===== src/rtl/muldiv_pkg.sv =====
// Shared constants for the iterative multiply/divide unit: op and FSM encodings,
// default datapath width and small op-decoding helpers.
package muldiv_pkg;

  localparam int MD_WIDTH = 32;

  typedef logic [1:0] op_t;

  localparam op_t OP_MULTU = 2'b00;
  localparam op_t OP_MULT  = 2'b01;
  localparam op_t OP_DIVU  = 2'b10;
  localparam op_t OP_DIV   = 2'b11;

  localparam logic [1:0] ST_IDLE = 2'd0;
  localparam logic [1:0] ST_RUN  = 2'd1;
  localparam logic [1:0] ST_FIX  = 2'd2;

  // Bit 1 selects divide, bit 0 selects the signed variant.
  function automatic logic op_is_div(input op_t op);
    return op[1];
  endfunction

  function automatic logic op_is_signed(input op_t op);
    return op[0];
  endfunction

endpackage


===== src/rtl/muldiv_sequencer_if.sv =====
// Core-side bundle for the multiply/divide unit: launch request, MTHI/MTLO writes
// and the HI/LO/status read-back.
interface muldiv_sequencer_if
  import muldiv_pkg::*;
#(
  parameter int WIDTH = MD_WIDTH
);
  logic             start;
  op_t              op;
  logic [WIDTH-1:0] src_a;
  logic [WIDTH-1:0] src_b;
  logic             hi_we;
  logic             lo_we;
  logic [WIDTH-1:0] wdata;
  logic             busy;
  logic             done;
  logic             div_by_zero;
  logic [WIDTH-1:0] hi;
  logic [WIDTH-1:0] lo;

  modport master (
    output start, op, src_a, src_b, hi_we, lo_we, wdata,
    input  busy, done, div_by_zero, hi, lo
  );

  modport slave (
    input  start, op, src_a, src_b, hi_we, lo_we, wdata,
    output busy, done, div_by_zero, hi, lo
  );
endinterface


===== src/rtl/muldiv_step.sv =====
// One radix-2 iteration: right-shifting shift-add for multiply, restoring
// shift-subtract on {remainder, quotient} for divide. Purely combinational.
module muldiv_step
  import muldiv_pkg::*;
#(
  parameter int WIDTH = MD_WIDTH
) (
  input  logic               is_div,
  input  logic [2*WIDTH-1:0] acc,
  input  logic [WIDTH-1:0]   operand,
  output logic [2*WIDTH-1:0] acc_next
);

  logic [WIDTH:0]     mul_sum;
  logic [2*WIDTH-1:0] mul_next;
  logic [WIDTH:0]     div_trial;
  logic [WIDTH-1:0]   div_diff;
  logic               div_fits;
  logic [2*WIDTH-1:0] div_next;

  always_comb begin
    mul_sum  = {1'b0, acc[2*WIDTH-1:WIDTH]} + (acc[0] ? {1'b0, operand} : {(WIDTH+1){1'b0}});
    mul_next = {mul_sum, acc[WIDTH-1:1]};

    // The trial remainder is strictly below 2*divisor, so a WIDTH-bit
    // difference is exact whenever the subtraction is kept.
    div_trial = acc[2*WIDTH-1:WIDTH-1];
    div_fits  = (div_trial >= {1'b0, operand});
    div_diff  = div_trial[WIDTH-1:0] - operand;
    if (div_fits) begin
      div_next = {div_diff, acc[WIDTH-2:0], 1'b1};
    end else begin
      div_next = {acc[2*WIDTH-2:0], 1'b0};
    end

    acc_next = is_div ? div_next : mul_next;
  end

endmodule


===== src/rtl/muldiv_sequencer.sv =====
// MULT/MULTU/DIV/DIVU sequencer owning HI/LO: magnitudes are iterated for WIDTH
// cycles, then signs are fixed up and HI/LO written in a single FIX cycle.
module muldiv_sequencer
  import muldiv_pkg::*;
#(
  parameter int WIDTH = MD_WIDTH
) (
  input logic              clk,
  input logic              rst_n,
  muldiv_sequencer_if.slave bus
);

  localparam int CW = $clog2(WIDTH);

  logic [1:0]         state_reg;
  logic [CW-1:0]      count_reg;
  op_t                op_reg;
  logic               sign_a_reg;
  logic               sign_b_reg;
  logic [WIDTH-1:0]   a_raw_reg;
  logic [WIDTH-1:0]   b_abs_reg;
  logic [2*WIDTH-1:0] acc_reg;
  logic [WIDTH-1:0]   hi_reg;
  logic [WIDTH-1:0]   lo_reg;
  logic               done_reg;
  logic               dbz_reg;

  logic               sign_a_next;
  logic               sign_b_next;
  logic [WIDTH-1:0]   a_abs_next;
  logic [WIDTH-1:0]   b_abs_next;
  logic [2*WIDTH-1:0] acc_next;
  logic [2*WIDTH-1:0] prod_fix;
  logic [WIDTH-1:0]   quo;
  logic [WIDTH-1:0]   rem;
  logic               div_zero;
  logic [WIDTH-1:0]   hi_next;
  logic [WIDTH-1:0]   lo_next;

  always_comb begin
    sign_a_next = op_is_signed(bus.op) & bus.src_a[WIDTH-1];
    sign_b_next = op_is_signed(bus.op) & bus.src_b[WIDTH-1];
    a_abs_next  = sign_a_next ? -bus.src_a : bus.src_a;
    b_abs_next  = sign_b_next ? -bus.src_b : bus.src_b;
  end

  muldiv_step #(.WIDTH(WIDTH)) u_step (
    .is_div   (op_is_div(op_reg)),
    .acc      (acc_reg),
    .operand  (b_abs_reg),
    .acc_next (acc_next)
  );

  // Sign correction of the unsigned magnitude result. MIN / -1 needs no special
  // case: the magnitude quotient is MIN and negating it wraps back to MIN.
  always_comb begin
    quo      = acc_reg[WIDTH-1:0];
    rem      = acc_reg[2*WIDTH-1:WIDTH];
    div_zero = (b_abs_reg == '0);
    prod_fix = (op_reg == OP_MULT && (sign_a_reg ^ sign_b_reg)) ? -acc_reg : acc_reg;
    hi_next  = prod_fix[2*WIDTH-1:WIDTH];
    lo_next  = prod_fix[WIDTH-1:0];
    if (op_is_div(op_reg)) begin
      if (div_zero) begin
        hi_next = a_raw_reg;
        lo_next = '1;
      end else begin
        lo_next = (op_is_signed(op_reg) && (sign_a_reg ^ sign_b_reg)) ? -quo : quo;
        hi_next = (op_is_signed(op_reg) && sign_a_reg) ? -rem : rem;
      end
    end
  end

  always_ff @(posedge clk or negedge rst_n) begin
    if (!rst_n) begin
      state_reg  <= ST_IDLE;
      count_reg  <= '0;
      op_reg     <= OP_MULTU;
      sign_a_reg <= 1'b0;
      sign_b_reg <= 1'b0;
      a_raw_reg  <= '0;
      b_abs_reg  <= '0;
      acc_reg    <= '0;
      hi_reg     <= '0;
      lo_reg     <= '0;
      done_reg   <= 1'b0;
      dbz_reg    <= 1'b0;
    end else begin
      done_reg <= 1'b0;
      case (state_reg)
        ST_IDLE: begin
          if (bus.start) begin
            state_reg  <= ST_RUN;
            count_reg  <= CW'(WIDTH - 1);
            op_reg     <= bus.op;
            sign_a_reg <= sign_a_next;
            sign_b_reg <= sign_b_next;
            a_raw_reg  <= bus.src_a;
            b_abs_reg  <= b_abs_next;
            acc_reg    <= {{WIDTH{1'b0}}, a_abs_next};
            dbz_reg    <= 1'b0;
          end else begin
            if (bus.hi_we) hi_reg <= bus.wdata;
            if (bus.lo_we) lo_reg <= bus.wdata;
          end
        end
        ST_RUN: begin
          acc_reg   <= acc_next;
          count_reg <= count_reg - 1'b1;
          if (count_reg == '0) state_reg <= ST_FIX;
        end
        ST_FIX: begin
          hi_reg    <= hi_next;
          lo_reg    <= lo_next;
          done_reg  <= 1'b1;
          dbz_reg   <= op_is_div(op_reg) & div_zero;
          state_reg <= ST_IDLE;
        end
        default: state_reg <= ST_IDLE;
      endcase
    end
  end

  assign bus.busy        = (state_reg != ST_IDLE);
  assign bus.done        = done_reg;
  assign bus.div_by_zero = dbz_reg;
  assign bus.hi          = hi_reg;
  assign bus.lo          = lo_reg;

endmodule


===== src/flat_wrapper.sv =====
// flat-port wrapper written by rule: the top's interface ports become plain ports
module muldiv_sequencer_flat import muldiv_pkg::*;
#(
  parameter int WIDTH = MD_WIDTH
)
  (clk, rst_n, bus_start, bus_op, bus_src_a, bus_src_b, bus_hi_we, bus_lo_we, bus_wdata, bus_busy, bus_done, bus_div_by_zero, bus_hi, bus_lo);
  muldiv_sequencer_if #(.WIDTH(WIDTH)) bus_i ();
  input logic clk;
  input logic rst_n;
  input wire logic [$bits(bus_i.start)-1:0] bus_start;
  input wire logic [$bits(bus_i.op)-1:0] bus_op;
  input wire logic [$bits(bus_i.src_a)-1:0] bus_src_a;
  input wire logic [$bits(bus_i.src_b)-1:0] bus_src_b;
  input wire logic [$bits(bus_i.hi_we)-1:0] bus_hi_we;
  input wire logic [$bits(bus_i.lo_we)-1:0] bus_lo_we;
  input wire logic [$bits(bus_i.wdata)-1:0] bus_wdata;
  output wire logic [$bits(bus_i.busy)-1:0] bus_busy;
  output wire logic [$bits(bus_i.done)-1:0] bus_done;
  output wire logic [$bits(bus_i.div_by_zero)-1:0] bus_div_by_zero;
  output wire logic [$bits(bus_i.hi)-1:0] bus_hi;
  output wire logic [$bits(bus_i.lo)-1:0] bus_lo;
  assign bus_i.start = bus_start;
  assign bus_i.op = bus_op;
  assign bus_i.src_a = bus_src_a;
  assign bus_i.src_b = bus_src_b;
  assign bus_i.hi_we = bus_hi_we;
  assign bus_i.lo_we = bus_lo_we;
  assign bus_i.wdata = bus_wdata;
  assign bus_busy = bus_i.busy;
  assign bus_done = bus_i.done;
  assign bus_div_by_zero = bus_i.div_by_zero;
  assign bus_hi = bus_i.hi;
  assign bus_lo = bus_i.lo;
  muldiv_sequencer #(.WIDTH(WIDTH)) u_core (.clk(clk), .rst_n(rst_n), .bus(bus_i));
endmodule

===== config.mk =====
export PLATFORM = sky130hd
export DESIGN_NAME = muldiv_sequencer_flat
export DESIGN_NICKNAME = d
export VERILOG_FILES = /design/src/rtl/muldiv_pkg.sv /design/src/rtl/muldiv_sequencer_if.sv /design/src/rtl/muldiv_step.sv /design/src/rtl/muldiv_sequencer.sv /design/src/flat_wrapper.sv
export SDC_FILE = /design/constraint.sdc
export NUM_CORES = 1
export LEC_CHECK = 0
export CORE_MARGIN = 2
export CORE_UTILIZATION = 50
export CTS_CLUSTER_DIAMETER = 60
export DETAILED_ROUTE_END_ITERATION = 16
export GPL_TIMING_DRIVEN = 0
export HOLD_SLACK_MARGIN = 0.08
export PLACE_DENSITY_LB_ADDON = 0.12
export REMOVE_ABC_BUFFERS = 1
export SLEW_MARGIN = 0
export SYNTH_ARGS = -nofsm -noshare
export SYNTH_HDL_FRONTEND = slang
export SYNTH_HIERARCHICAL = 1
export SYNTH_SLANG_ARGS = --single-unit

===== constraint.sdc =====
create_clock -name clk -period 3.7 [get_ports clk]
set_input_delay 0.37 -clock clk [delete_from_list [all_inputs] [get_ports clk]]
set_output_delay 0.37 -clock clk [all_outputs]
set_load 0.05 [all_outputs]

* Word level (Yosys, flattened, before mapping)
Index checks and enable logic that the tools add are counted.
Storage, ports and cells: flip-flop bits (word level) 205, bits of input ports 103, logic and storage cells 76, output and inout bits 67
Cells by class: multiplexer cells 28, add/subtract/negate cells 8, equal/unequal tests 8, $lt $le $gt $ge 1, reductions and logical operators 15, bitwise operators 4
Operator list (number):
- $mux W32 | 13
- $mux W64 | 4
- $neg A32 Y32 | 4
- $pmux W32 S2 | 2
- $pmux W64 S2 | 1
- $neg A64 Y64 | 1
- $add A32 B33 Y33 | 1
- $ge A33 B32 Y1 | 1
- $logic_not A32 Y1 | 1
- $sub A32 B32 Y32 | 1
- $pmux W5 S2 | 1
- $ne A2 B2 Y1 const B | 4
- $reduce_and A2 Y1 | 4
- $reduce_and A3 Y1 | 2
- $reduce_bool A2 Y1 | 3
- $logic_not A5 Y1 | 1
- $mux W5 | 1
- $sub A5 B1 Y5 const B | 1
- $eq A2 B1 Y1 const B | 2
- $mux W2 | 2
- $pmux W2 S2 | 1
- $and A1 B1 Y1 | 3
- $logic_and A1 B1 Y1 | 3
- $eq A2 B2 Y1 const B | 1
- other kinds (5) | 6

* Depth between registers and ports, before layout
Gate-level depths: netlist of run 1.
word-level depth 6, depth in mapped cells 15, gate-level depth less buffers 15

* Cells and area by module
The synthesis of run 1 kept the hierarchy.
By module, submodules not included:
- muldiv_sequencer | cells an instance 1527, instances 1, sequential area each 5129.9 µm², area an instance 12473.2 µm²
- muldiv_step | cells an instance 671, instances 1, sequential area each 0.0 µm², area an instance 4698.3 µm²

* Worst setup path before layout of run 1
No wires, ideal clock.
path kind register -> register, start point register u_core.acc_reg[0], end point register u_core.acc_reg[59], path buffers 1, arrival time 3397 ps, period minus slack after synthesis 3530 ps, cell stages (with the launch flop) 16, data required time 3567 ps, library setup time 133 ps, setup slack 170 ps, cells stage by stage dfrtp_1 -> clkbuf_1 -> and2_1 -> ha_1 -> fa_1 -> a21o_1 -> a211oi_2 -> and4bb_1 -> o211ai_2 -> a211oi_2 -> o211ai_2 -> or4b_1 -> and4_1 -> a221o_1 -> nand2_1 -> o21ai_0
Between the ends: word-level cells in the longest chain between the ends 4
RTL lines:
- from (decl) | RTL line muldiv_sequencer.sv:22 | logic [2*WIDTH-1:0] acc_reg;
- from (signal assigned) | RTL line muldiv_sequencer.sv:100 | acc_reg <= {{WIDTH{1'b0}}, a_abs_next};
- from (signal assigned) | RTL line muldiv_sequencer.sv:108 | acc_reg <= acc_next;
- $mux W32 | RTL line muldiv_step.sv:22 | mul_sum = {1'b0, acc[2*WIDTH-1:WIDTH]} + (acc[0] ? {1'b0, operand} : {(WIDTH+1){1'b0}});
- $add A32 B33 Y33 | RTL line muldiv_step.sv:22
- $mux W64 | RTL line muldiv_step.sv:36 | acc_next = is_div ? div_next : mul_next;
- named net u_core.acc_next[59] | RTL line muldiv_sequencer.sv:32 | logic [2*WIDTH-1:0] acc_next;
- $pmux W64 S2 | RTL line muldiv_sequencer.sv:90 | case (state_reg)
The timed path passes the listed nets, and every way through them passes these cells. A chain may end at the register's enable or synchronous reset.

* Final worst setup path of run 1
Same ends and word-level chain as after synthesis.

==> metrics list, run 1 <==
* Status: complete, no violations
- Wire length of the first global-routing pass: 89600 µm
- Setup-violating endpoint count in the final report: 0
- Summing internal, switching and leakage power gives 22.2 mW.
- Most instantiated library cell after synthesis: sky130_fd_sc_hd__nand2_1
- The worst-case IR drop observed on VDD is 0.463 mV.
- Unrepaired setup endpoints after global routing: true
- In this run the count of I/O pins placed on the die edge is 170.
- Synthesized netlist cell count: 2198
* Arrival time at the worst endpoint: 4.08 ns
- Slew Viols, Final: 0
- Synth Warn #: 6
* Reg clk slew, reported paths: 0.06 ns
- Leading area contributor after synthesis: sky130_fd_sc_hd__dfrtp_1
- Hold Path Class: in2reg
- Slew at the pin closest to its max-slew limit: 1.15 ns
* Combinational share of power: 63.6%
- Sequential cell fraction of total power: 23.2%
- The worst setup path is captured at a flip-flop.
* Number of sinks driven by the clock tree: 205
- Clock tree from TritonCTS: built
- Highest attainable clock frequency: 274 MHz
- In this run the core area contains 67 standard-cell rows.
- Across all hold checks on the routed design, the worst slack comes to 0.372 ns.
* Maximum net fanout on the critical path: 6
* Area grow syn2layout: 19.3%
- Max-cap violations in this run came to 0.
- The number of clock buffers added by TritonCTS is 28.
* First drt pass iteration count: 6
- The critical path is of the reg2reg type.
* Area enclosed by the die boundary: 35800 µm²
- DRC violations left: 0
- Clock skew on the completed layout was measured at 0.0155 ns.
* Effective utilization at floorplan: 51.0%
- Number of global-route vias before repair: 16100
- Post-detail-place hpwl: 41400 µm
- Entering global routing, the biggest net connects 109 pins.
- Die Span Y: 189 µm
* Fin. Hold Viols: 0
- The filler cells instantiated in the layout total 3105.
- Clock latency at the later pin of the worst-skew pair: 0.56 ns
* Total global-route track usage: 31.3%
- Sorting the synthesized cells by area gives the leading types as sky130_fd_sc_hd__dfrtp_1, sky130_fd_sc_hd__nand2_1, sky130_fd_sc_hd__o21ai_0.
- During placement, the flow inserted port buffers numbering 169.
* Detail-routed net length per standard cell: 20.8 µm
- After synthesis, the mean cell area works out to 7.81 µm².
- Sw frac: 50.2%
- Setup total negative slack on the finished layout was measured at 0 ns.
* Starting DRT DRC Count: 1602
* Clock network fraction of design power: 13.2%
- CTS placed an instance of sky130_fd_sc_hd__clkbuf_16 at the clock tree root.
* Flip-flop count of the largest register after layout: 64
* Net load switching power: 11.2 mW
- Grt ovf: 0
* Data required time at the worst endpoint: 4.13 ns
- Internal power component: 11.1 mW
* Critical path launch point type: flip-flop
- Initial antenna violation count: 0
- Width of the die: 189 µm
- Sequential cell area in the final layout: 5140 µm²
- Static Leak: 8.65 nW
- Tightest slew margin relative to the limit: 22.9%
- In this run, distinct cell masters in the synthesized netlist total 82.
- Area taken by multi-input logic gates: 11500 µm²
* Number of cells after detailed placement: 2677
- Routability Congestion: 0.958
* Number of nets with antenna violations after detailed routing: 0
- Maximum count of clock buffers along a single path: 3
- Power Dens Cells: 1080 nW/µm²
- After the last flow step, the layout net total stands at 2446.
- Mapped cell area: 17200 µm²
- H-tree depth: 1
* Via total after detailed routing: 17200
* Core Box Area: 33700 µm²
* Vias per std cell: 6.28
* Portion of the clock cycle consumed by the worst path in the final layout: 98.5%
* Async SR Flop Fraction: 100%
* Synthesis-stage register bit count: 205
- In the final layout, the share of cells above drive strength 1 is 8.07%.
- Among all flip-flop cells after synthesis, the most frequent one is sky130_fd_sc_hd__dfrtp_1.
* Aggregate routed wire length: 57100 µm
- In the synthesized netlist, the cells that appear most often are sky130_fd_sc_hd__nand2_1, sky130_fd_sc_hd__dfrtp_1, sky130_fd_sc_hd__o21ai_0, sky130_fd_sc_hd__nor2_1, sky130_fd_sc_hd__a21oi_1.
- Post-synth EDFFs: 0
- Sequential share of the synthesized area: 29.9%
- Top-area cell type share of the netlist area: 29.9%
* Minimum clock period: 3.65 ns
- The finished layout holds 2742 standard cells, fillers aside.
layout by cell type, fill, tap and decap left out, types with 29 or more instances in the layout:
cell type	instances
sky130_fd_sc_hd__nand2_1	298
sky130_fd_sc_hd__dfrtp_1	201
sky130_fd_sc_hd__o21ai_0	188
sky130_fd_sc_hd__clkdlybuf4s50_1	168
sky130_fd_sc_hd__nor2_1	168
sky130_fd_sc_hd__a21oi_1	142
sky130_fd_sc_hd__xnor2_1	83
sky130_fd_sc_hd__xor2_1	82
sky130_fd_sc_hd__inv_1	70
sky130_fd_sc_hd__ha_1	60
sky130_fd_sc_hd__a21o_1	46
sky130_fd_sc_hd__a31oi_1	45
sky130_fd_sc_hd__and2_1	43
sky130_fd_sc_hd__nor4_1	42
sky130_fd_sc_hd__nor3_1	42
sky130_fd_sc_hd__nand3_1	38
sky130_fd_sc_hd__mux2_2	31
sky130_fd_sc_hd__mux2i_1	30
sky130_fd_sc_hd__clkbuf_16	29
cell families after synthesis:
group           Yosys count  synth area share, %
mux                      61                 3.78
compound gates          681                 25.6
flops                   205                 29.9
fa+ha+maj                72                 5.33
buf+inv                 223                 4.98
simple gates            791                 22.0
xor+xnor                165                 8.42
layout make-up:
cell class,instances,share of cell area [%]
clock buffers,39,4.07
multi-input cells,1771,55.9
flip-flops and latches,205,25.1
inverters,72,1.32
diodes,1,0.0122
repair buffers,193,9.98
clock inverters,13,0.910
well taps,448,2.74
layer usage:
metal	global-route usage, %	up-vias	routed length [µm]
met1	43.1	8162	24600
met5	0	-	0
met4	10.8	0	1870
li1	-	8165	-
met3	3.58	116	4450
met2	51.3	782	26200
worst paths after layout:
kind / startpoint / endpoint / slack, ns / depth (start not counted)
worst max-delay path: u_core/acc_reg[0] / u_core/acc_reg[59] / 0.05 / 15
worst min-delay path: bus_op[1] / u_core/op_reg[1] / 0.37 / 3
worst max register to register: u_core/acc_reg[0] / u_core/acc_reg[59] / 0.05 / 15
worst min register to register: u_core/bus.lo[6] / u_core/bus.lo[6] / 0.47 / 1
max in group asynchronous: rst_n / u_core/acc_reg[41] / 2.27 / 3
min in group asynchronous: rst_n / u_core/bus.lo[2] / 0.42 / 2
through the flow:
step / cell area [µm²] / util (%) / setup WS, ns
4_1_cts: 20300 / 60.4 / 0.000945
2_1_floorplan: 16600 / - / -1.83
6_report: 20500 / 60.8 / 0.0542
3_3_place_gp: 18800 / 55.9 / -6.54
5_1_grt: 20500 / 60.8 / -0.0530
3_5_place_dp: 19100 / 56.8 / -1.35
timing repair:
| item | 4_1_cts | 5_1_grt |
|---|---|---|
| hold endpoints to repair | 97 | 0 |
| pin swaps | 5 | 6 |
| setup buffers | 7 | 3 |
| cloned | 1 | 0 |
| resized for setup | 24 | 31 |
| setup endpoints to repair | 49 | 14 |
| hold buffers | 1 | 0 |
power by group through the flow:
| stage | clock [mW] | combinational, mW | sequential (mW) |
|---|---|---|---|
| final | 2.94 | 14.1 | 5.16 |
| after detailed placement | 0 | 13.3 | 5.15 |
| after global placement | 0 | 13.0 | 5.20 |
| after CTS | 2.98 | 13.7 | 5.08 |
| after floorplan | 0 | 8.84 | 5.73 |
| after global routing | 3.07 | 15.4 | 5.34 |
worst max-delay path: stages (launching register included):
cell and delay, ns:
sky130_fd_sc_hd__dfrtp_4 0.49, sky130_fd_sc_hd__buf_12 0.15, sky130_fd_sc_hd__and2_4 0.14, sky130_fd_sc_hd__ha_4 0.17
sky130_fd_sc_hd__fa_2 0.35, sky130_fd_sc_hd__a21o_1 0.19, sky130_fd_sc_hd__a211oi_2 0.22, sky130_fd_sc_hd__and4bb_4 0.25
sky130_fd_sc_hd__o211ai_4 0.25, sky130_fd_sc_hd__a211oi_4 0.12, sky130_fd_sc_hd__o211ai_2 0.15, sky130_fd_sc_hd__or4b_1 0.44
sky130_fd_sc_hd__and4_1 0.21, sky130_fd_sc_hd__a221o_1 0.25, sky130_fd_sc_hd__nand2_1 0.05, sky130_fd_sc_hd__o21ai_0 0.07
(Power assumes the default switching activity.)
==> run 2, diff against run 1 <==
--- a/config.mk
+++ b/config.mk
@@ -5,7 +5,6 @@
 export SDC_FILE = /design/constraint.sdc
 export NUM_CORES = 1
 export LEC_CHECK = 0
-export CORE_MARGIN = 2
 export CORE_UTILIZATION = 50
 export CTS_CLUSTER_DIAMETER = 60
 export DETAILED_ROUTE_END_ITERATION = 16
@@ -16,5 +15,4 @@
 export SLEW_MARGIN = 0
 export SYNTH_ARGS = -nofsm -noshare
 export SYNTH_HDL_FRONTEND = slang
-export SYNTH_HIERARCHICAL = 1
 export SYNTH_SLANG_ARGS = --single-unit
==> run 2 against run 1 <==
  * First-iteration DRC count down 9.7%
  * Routed wire length down 2.8%
  * Sequential share of layout area up 0.99 points
  * Area after synthesis down 4.6%
  * Utilization up 0.99 points
  * Register-to-register slack better by 0.04 ns
  * Clock-buffer cell count up 1
  * Global-route usage up 1.6 points
  * Synthesized cell count down 4.5%
  * Largest cell class unchanged
  * Highest routed layer unchanged
==> metrics list, run 2 <==
- Sequential share of the synthesized area: 31.3% (+1.5 points)
* Maximum count of clock buffers along a single path: 3 (unchanged)
* CTS buffer count: 29 (+3.6%)
- The maximum number of pins on one net before global-route repair came to 108 (-0.92%).
* R2r startpoint: u_core.acc_reg[0]
* Routability Congestion: 0.931 (-2.9%)
* Clock network fraction of design power: 13.4% (+0.2 points)
- The slowest stage of the critical path is the sky130_fd_sc_hd__dfrtp_2 cell.
- The worst clock skew was 0.0247 ns (+0.00921 ns).
* Hold Path Class: in2reg
* Number of sinks driven by the clock tree: 205 (unchanged)
- The worst relative slew slack came to 6.09% (-17 points).
- Synthesized netlist cell count: 2100 (-4.5%)
- Of all cell types, the one taking the most synthesized area is sky130_fd_sc_hd__dfrtp_1.
- Detail-routed net length per standard cell: 21.0 µm (+0.69%)
* Most frequent cells after synthesis: sky130_fd_sc_hd__nand2_1, sky130_fd_sc_hd__dfrtp_1, sky130_fd_sc_hd__o21ai_0, sky130_fd_sc_hd__a21oi_1, sky130_fd_sc_hd__nor2_1
- Sum of negative setup slack: 0 ns (unchanged)
- The width of the die was 183 µm (-3.4%).
- The minimum hold slack was 0.375 ns (+0.00320 ns).
- Ports: 170 (unchanged)
* R2R Path End: u_core.acc_reg[61]
* Unrepaired setup endpoints after global routing: true
* Highest attainable clock frequency: 278 MHz (+1.2%)
- STA classifies the critical path endpoint as a flip-flop.
* Longest individual stage delay on the worst path: 0.52 ns (+0.03 ns)
- Static Leak: 8.21 nW (-5.1%)
* Number of global-route vias before repair: 15600 (-3.1%)
- Grt ovf: 0 (unchanged)
- The post-route core utilization is 61.8% (+0.99 points).
- The worst hold path terminates at u_core.op_reg[1].
- The half-perimeter wire length after placement came to 41300 µm (-0.11%).
* Die Span Y: 183 µm (-3.4%)
* Final critical-path setup slack: 0.0973 ns (+0.0432 ns)
- Average size of a mapped cell: 7.80 µm² (-0.19%)
* Post-synth cell types: 81 (-1.2%)
- Synth Warn #: 0 (-6)
- The post-layout instance count excluding filler cells is 2647 (-3.5%).
* DRC violations left: 0 (unchanged)
- Cells on Worst Hold Path: 3 (unchanged)
* Sequential cell fraction of total power: 23.4% (+0.2 points)
* Aggregate routed wire length: 55500 µm (-2.8%)
- Slew Viols, Final: 0 (unchanged)
- Sw frac: 51.1% (+0.88 points)
- Top_reg_cell synth: sky130_fd_sc_hd__dfrtp_1
- Net load switching power: 10.9 mW (-2.2%)
- The full die area came to 33500 µm² (-6.6%).
- Tot Pwr: 21.4 mW (-3.9%)
- The worst path required time came to 4.12 ns (about the same).
- Effective utilization at floorplan: 51.4% (+0.41 points)
- Initial antenna violation count: 0 (unchanged)
- Wire length of the first global-routing pass: 87200 µm (-2.8%)
* Number of cells after detailed placement: 2575 (-3.8%)
- Cell area reported after detailed placement: 18400 µm² (-4.0%)
* Total global-route track usage: 33.0% (+1.6 points)
- The number of detailed-route iterations in the first pass was 5 (-1).
* Worst ir drop on vdd: 0.505 mV (+9.2%)
- The clock latency of the later-clocked register in the worst-skew pair is 0.57 ns (about the same).
* Combinational share of power: 63.2% (-0.4 points)
- The CTS clock-pin slew for the worst setup and hold paths came to 0.06 ns (about the same).
- Setup slack at placement: -1.03 ns (+0.325 ns)
- Fraction of layout instances using a drive strength above 1: 6.78% (-1.3 points)
- The number of cells traversed by the worst register-to-register path is 14 (-1).
- Post-route cell area: 19700 µm² (-3.9%)
- Slew at the pin closest to its max-slew limit: 1.41 ns (+0.263 ns)
* Vias per std cell: 6.16 (-1.9%)
- The internal power component is 10.4 mW (-5.6%).
- The number of vias in the routed layout came to 16300 (-5.3%).
- The maximum level of the CTS H-tree came to 1 (unchanged).
- In the layout the commonest cells are sky130_fd_sc_hd__nand2_1, sky130_fd_sc_hd__o21ai_0, sky130_fd_sc_hd__dfrtp_1.
- STA classifies the critical path startpoint as a flip-flop.
- Cell chain of the critical path: and2_1, ha_1, inv_1, fa_1, nor2b_1, o31ai_2, a2111o_1, a211oi_2, o31ai_4, buf_4, nor3_2, o31ai_1, mux2i_1, o2111ai_1
- Maximum net fanout on the critical path: 5 (-1)
- Top-area cell type share of the netlist area: 31.3% (+1.5 points)
* Number of cell rows: 65 (-3.0%)
- The number of synthesized register bits is 205 (unchanged).
* Worst Path Class, Setup: reg2reg
- The number of buffers added on ports was 169 (unchanged).
* Number of nets with antenna violations after detailed routing: 0 (unchanged)
* Area grow syn2layout: 20.3%
* Fin. Hold Viols: 0 (unchanged)
- Origin of the worst min-delay path: bus_op[1]
* Max-cap violations: 0 (unchanged)
- The number of setup violations in the final report came to 0 (unchanged).
* Most instantiated library cell after synthesis: sky130_fd_sc_hd__nand2_1
* Portion of the clock cycle consumed by the worst path in the final layout: 97.4% (-1.2 points)
- The area of the mapped netlist is 16400 µm² (-4.6%).
- Clock tree from TritonCTS: built
* Minimum clock period: 3.60 ns (-0.0432 ns)
- Post-synth EDFFs: 0 (unchanged)
- Core Box Area: 31900 µm² (-5.4%)
* Antenna Diode Count: 0 (-1)
* Most frequent standard cell in the layout excluding fill and tap cells: sky130_fd_sc_hd__nand2_1
* Arrival time at the worst endpoint: 4.02 ns (-0.06 ns)
* Async SR Flop Fraction: 100% (unchanged)
- Ranking of synthesized cells by area: sky130_fd_sc_hd__dfrtp_1, sky130_fd_sc_hd__nand2_1, sky130_fd_sc_hd__o21ai_0
* Internal reg-to-reg setup slack: 0.1 ns (+0.04 ns)
- The power density relative to cell area was 1080 nW/µm² (about the same).
* Final layout net count: 2364 (-3.4%)
- The cell sitting at the root of the clock tree is a sky130_fd_sc_hd__clkbuf_16.
* Starting DRT DRC Count: 1446 (-9.7%)
- Status: complete, no violations
- Flip-flop count of the largest register after layout: 64 (unchanged)
==> run 2: changes by cell type in the layout (fill, tap and decap cells not counted), moves of 16 or more <==
cell and delta:
sky130_fd_sc_hd__o22ai_1 +18, sky130_fd_sc_hd__nor4_1 -19, sky130_fd_sc_hd__mux2_2 -31, sky130_fd_sc_hd__o21ai_0 +16
sky130_fd_sc_hd__a21o_1 -20, sky130_fd_sc_hd__and2_1 -30, sky130_fd_sc_hd__o211ai_1 +37, sky130_fd_sc_hd__a31oi_1 -20
sky130_fd_sc_hd__nor3_1 +18, sky130_fd_sc_hd__xnor2_1 +24, sky130_fd_sc_hd__a21oi_1 +34, sky130_fd_sc_hd__nand2_1 -27
==> run 2: kinds of logic (layout without fill, tap and decap cells) <==
logic type / Yosys count / after routing / share of synthesized area (%)
adders and majority gates: 72 / 72 / 5.59
and+or+nand+nor: 694 / 694 / 19.8
muxes: 44 / 44 / 2.69
DFF: 205 / 205 / 31.3
xor gates and xnor gates: 187 / 187 / 10.0
buffers and inverters: 214 / 326 / 4.98
AOI/OAI and AO/OA: 684 / 684 / 25.6
==> run 2: what timing repair did <==
| action | 4_1_cts | 5_1_grt |
|---|---|---|
| pin swaps | 5 | 3 |
| gates resized for setup | 22 | 25 |
| cloned | 1 | 0 |
| hold endpoints to repair | 98 | 0 |
| setup buffers | 14 | 2 |
| hold buffers | 1 | 0 |
| endpoints found under the setup margin | 77 | 29 |
==> run 2: routing by layer <==
layer  global-route usage (%)  up-vias  part of all wire, %
li1                         -     7773                    -
met1                     44.5     7790                   43
met2                     55.9      640                   48
met3                     3.47      109                  6.5
met4                     9.23        0                  2.6
met5                        0        -                    0
==> run 2: how the worst max path moves through the flow <==
stage	cells past startpoint	startpoint	slack, ns	endpoint
after floorplan	7	u_core.op_reg[1]	-0.39	u_core.bus.hi[19]
after global placement	1	rst_n	-6.66	u_core.b_abs_reg[27]
after detailed placement	9	u_core.acc_reg[41]	-1.03	u_core.acc_reg[36]
after CTS	14	u_core.acc_reg[31]	0.002	u_core.acc_reg[60]
after global routing	9	u_core.acc_reg[41]	-0.009	u_core.acc_reg[59]
final	14	u_core.acc_reg[0]	0.1	u_core.acc_reg[61]
==> run 2: power by group through the flow <==
| stage | clock (mW) | sequential [mW] | combinational, mW |
|---|---|---|---|
| after global routing | 2.99 | 5.14 | 14.7 |
| after global placement | 0 | 5.01 | 12.6 |
| after detailed placement | 0 | 4.96 | 12.9 |
| after CTS | 2.90 | 4.94 | 13.2 |
| final | 2.87 | 5.00 | 13.5 |
| after floorplan | 0 | 5.72 | 8.07 |
==> run 2: cell type report <==
cell class	count	area (µm²)
tap	435	544
clock inverter	14	159
fill	2881	12200
timing repair buffer	196	2070
multi-input combinational	1681	10700
sequential	205	5140
inverter	75	285
timing repair inverter	1	7.51
clock buffer	40	837
==> run 2: worst max-delay path: cells and delay by family (launching register included) <==
kind / cells / cell delay, ns
AND/OR/NAND/NOR: 3 / 0.61
AO/OA/AOI/OAI: 6 / 1.36
adder cells (fa/ha/maj): 2 / 0.59
flip-flops: 1 / 0.52
multiplexers: 1 / 0.16
buffers and inverters: 2 / 0.22
==> run 3, diff against run 2 <==
--- a/config.mk
+++ b/config.mk
@@ -5,14 +5,17 @@
 export SDC_FILE = /design/constraint.sdc
 export NUM_CORES = 1
 export LEC_CHECK = 0
+export CAP_MARGIN = 0
 export CORE_UTILIZATION = 50
 export CTS_CLUSTER_DIAMETER = 60
 export DETAILED_ROUTE_END_ITERATION = 16
 export GPL_TIMING_DRIVEN = 0
 export HOLD_SLACK_MARGIN = 0.08
+export MAX_ROUTING_LAYER = met4
 export PLACE_DENSITY_LB_ADDON = 0.12
 export REMOVE_ABC_BUFFERS = 1
 export SLEW_MARGIN = 0
 export SYNTH_ARGS = -nofsm -noshare
 export SYNTH_HDL_FRONTEND = slang
+export SYNTH_HIERARCHICAL = 1
 export SYNTH_SLANG_ARGS = --single-unit
==> run 3 against run 2 <==
  * Critical path depth is the same
  * Clock power shrank 14%
  * Fmax shrank 1.9%
  * Die area grew 4.8%
  * Non-clock buffer count shrank 5
  * Cell count grew 3.2%
  * Via count grew 4.5%
  * Design area grew 2.8%
  * Combinational power grew 4%
==> metrics list, run 3 (synthesis gave the netlist of run 1 again) <==
- Core Box Area: 33700 µm² (+5.7%)
- Wire length of the first global-routing pass: 89400 µm (+2.6%)
- The flip-flop count of the largest register after layout came to 64 (unchanged).
- The sequential fraction of design power came to 23.8% (+0.4 points).
* DRC violations left: 0 (unchanged)
- In this run the worst setup path begins at u_core/acc_reg[0].
- R2r startpoint: u_core/acc_reg[0]
* Clock latency at the later pin of the worst-skew pair: 0.55 ns (-0.02 ns)
- The worst setup path is launched from a flip-flop.
- Aggregate routed wire length: 56500 µm (+1.8%)
- Area grow syn2layout: 18.0%
- The number of antenna violations at the first check in global routing came to 1 (+1).
- The setup total negative slack was 0 ns (unchanged).
* Fraction of layout instances using a drive strength above 1: 7.26% (+0.48 points)
* I/O Buffers: 169 (unchanged)
- Portion of the clock cycle consumed by the worst path in the final layout: 99.2% (+1.8 points)
* H-tree depth: 1 (unchanged)
- Worst Path Class, Setup: reg2reg
* Clock network fraction of design power: 11.4% (-2.0 points)
- Tightest slew margin relative to the limit: 25.1% (+19 points)
- Filler cells: 3113 (+8.1%)
- Non-filler cells in the finished layout: 2733 (+3.2%)
* Fin. Hold Viols: 0 (unchanged)
* Maximum count of clock buffers along a single path: 3 (unchanged)
- Setup-violating endpoint count in the final report: 0 (unchanged)
- Detail-routed net length per standard cell: 20.7 µm (-1.4%)
- The worst hold path belongs to the class in2reg.
- Ports: 170 (unchanged)
* Effective utilization at floorplan: 51.0% (-0.41 points)
* Grt ovf: 0 (unchanged)
- The arrival time of the worst setup path came to 4.05 ns (+0.03 ns).
- Setup slack at placement: -1.38 ns (-0.356 ns)
- Worst Hold End: u_core/op_reg[1]
- The leakage dissipation came to 8.56 nW (+4.3%).
* Reg clk slew, reported paths: 0.06 ns (about the same)
- Area enclosed by the die boundary: 35100 µm² (+4.8%)
- Via total after detailed routing: 17000 (+4.5%)
* Max-cap violations: 0 (unchanged)
* Power Dens Cells: 1070 nW/µm² (-1.7%)
* Maximum net fanout on the critical path: 5 (unchanged)
- The post-layout total power was 21.6 mW (+1.1%).
- The number of inserted diodes was 0 (unchanged).
* Width of the die: 187 µm (+2.4%)
- The post-route core utilization came to 60.1% (-1.7 points).
- The clock period minus final worst setup slack was 3.67 ns (+0.0679 ns).
- The number of cells in the design after placement came to 2678 (+4.0%).
* Most frequent standard cell in the layout excluding fill and tap cells: sky130_fd_sc_hd__nand2_1
* Cell at the root of the clock tree: sky130_fd_sc_hd__clkbuf_16
- Starting DRT DRC Count: 1432 (-0.97%)
- The worst clock skew was 0.0146 ns (-0.0101 ns).
* Area taken by multi-input logic gates: 11400 µm² (+7.2%)
* Path depth of the worst reg2reg path: 14 (unchanged)
- Total global-route track usage: 32.8% (-0.18 points)
- In this run the most critical hold path is launched from bus_op[1].
- Worst ir drop on vdd: 0.460 mV (-9.0%)
- The height of the chip was 187 µm (+2.4%).
- Worst hold slack after final layout: 0.391 ns (+0.0160 ns)
- Sw frac: 51.0% (-0.082 points)
- Highest attainable clock frequency: 272 MHz (-1.9%)
* Post-detail-place hpwl: 41400 µm (+0.19%)
* Status: complete, no violations
- The maximum number of pins on one net before global-route repair came to 114 (+5.6%).
- Data required time at the worst endpoint: 4.08 ns (-0.04 ns)
- Number of nets with antenna violations after detailed routing: 0 (unchanged)
- Slew at the pin closest to its max-slew limit: 1.12 ns (-0.286 ns)
* Crit. End Element: flip-flop
* Net load switching power: 11.0 mW (+0.92%)
* Unrepaired setup endpoints after global routing: true
- The routed via count divided by cell count is 6.23 (+1.2%).
- The instance area at placement came to 19200 µm² (+4.3%).
- The number of nets in the final layout came to 2442 (+3.3%).
- Internal power component: 10.6 mW (+1.3%)
- Clock tree from TritonCTS: built
* Number of sinks driven by the clock tree: 205 (unchanged)
- CTS buffer count: 27 (-6.9%)
- Cells on Worst Hold Path: 3 (unchanged)
- The via count of the first global-routing pass came to 16200 (+3.7%).
* First drt pass iteration count: 8 (+3)
- Number of cell rows: 67 (+3.1%)
* Leading cell types in the layout, fill and taps excluded: sky130_fd_sc_hd__nand2_1, sky130_fd_sc_hd__dfrtp_1, sky130_fd_sc_hd__o21ai_0
- The slack of the worst reg-to-reg path is 0.03 ns (-0.07 ns).
- The endpoint identified for the worst register-to-register timing path is u_core/acc_reg[59].
- The final instance area is 20300 µm² (+2.8%).
- Combinational share of power: 64.7% (+1.5 points)
* Routability Congestion: 0.968 (+3.9%)
- The area of all sequential standard cells is 5140 µm² (about the same).
* Final critical-path setup slack: 0.0294 ns (-0.0679 ns)
- Slew Viols, Final: 0 (unchanged)
[run 3: worst max path at each step]
stage / cells after the start / end
2_1_floorplan: 5 / u_core/bus.lo[0]
3_3_place_gp: 1 / u_core/b_abs_reg[29]
3_5_place_dp: 12 / u_core/acc_reg[0]
4_1_cts: 14 / u_core/acc_reg[59]
5_1_grt: 14 / u_core/acc_reg[62]
6_report: 14 / u_core/acc_reg[59]
[run 3: layout make-up]
cell class | instances | area share (%)
repair buffers | 191 | 10.0
clock inverters | 9 | 0.309
flip-flops and latches | 205 | 25.4
multi-input cells | 1770 | 56.4
well taps | 448 | 2.77
inverters | 72 | 1.33
clock buffers | 38 | 3.79
[run 3: metal layers]
layer	global-route usage (%)	part of all wire, %
met2	53.0	46
met1	42.8	43
met5	-	0
met4	10.3	3.3
met3	3.96	7.2
[run 3: what timing repair did]
item,4_1_cts,5_1_grt
setup endpoints to repair,68,40
setup buffers,6,1
gates resized for setup,23,23
pin swaps,2,3
hold endpoints to repair,92,0
gates cloned,0,0
hold buffers,1,0
[run 3: critical path, cell delays in order (launching register included)]
cell,delay (ns)
sky130_fd_sc_hd__dfrtp_4,0.51
sky130_fd_sc_hd__and2_1,0.18
sky130_fd_sc_hd__ha_4,0.17
sky130_fd_sc_hd__fa_2,0.34
sky130_fd_sc_hd__a21o_1,0.19
sky130_fd_sc_hd__a211oi_2,0.27
sky130_fd_sc_hd__and4bb_4,0.26
sky130_fd_sc_hd__o211ai_4,0.25
sky130_fd_sc_hd__a211oi_4,0.15
sky130_fd_sc_hd__o211ai_2,0.17
sky130_fd_sc_hd__or4b_1,0.43
sky130_fd_sc_hd__and4_1,0.21
sky130_fd_sc_hd__a221o_1,0.26
sky130_fd_sc_hd__nand2_1,0.05
sky130_fd_sc_hd__o21ai_0,0.07
[run 3: power by group through the flow]
stage | Sequential [mW] | Clock (mW) | Combinational (mW)
floorplan | 5.73 | 0 | 8.84
global placement | 5.22 | 0 | 13.0
detailed placement | 5.15 | 0 | 13.3
CTS | 5.08 | 2.51 | 13.6
global route | 5.33 | 2.58 | 15.2
finish | 5.14 | 2.47 | 14.0
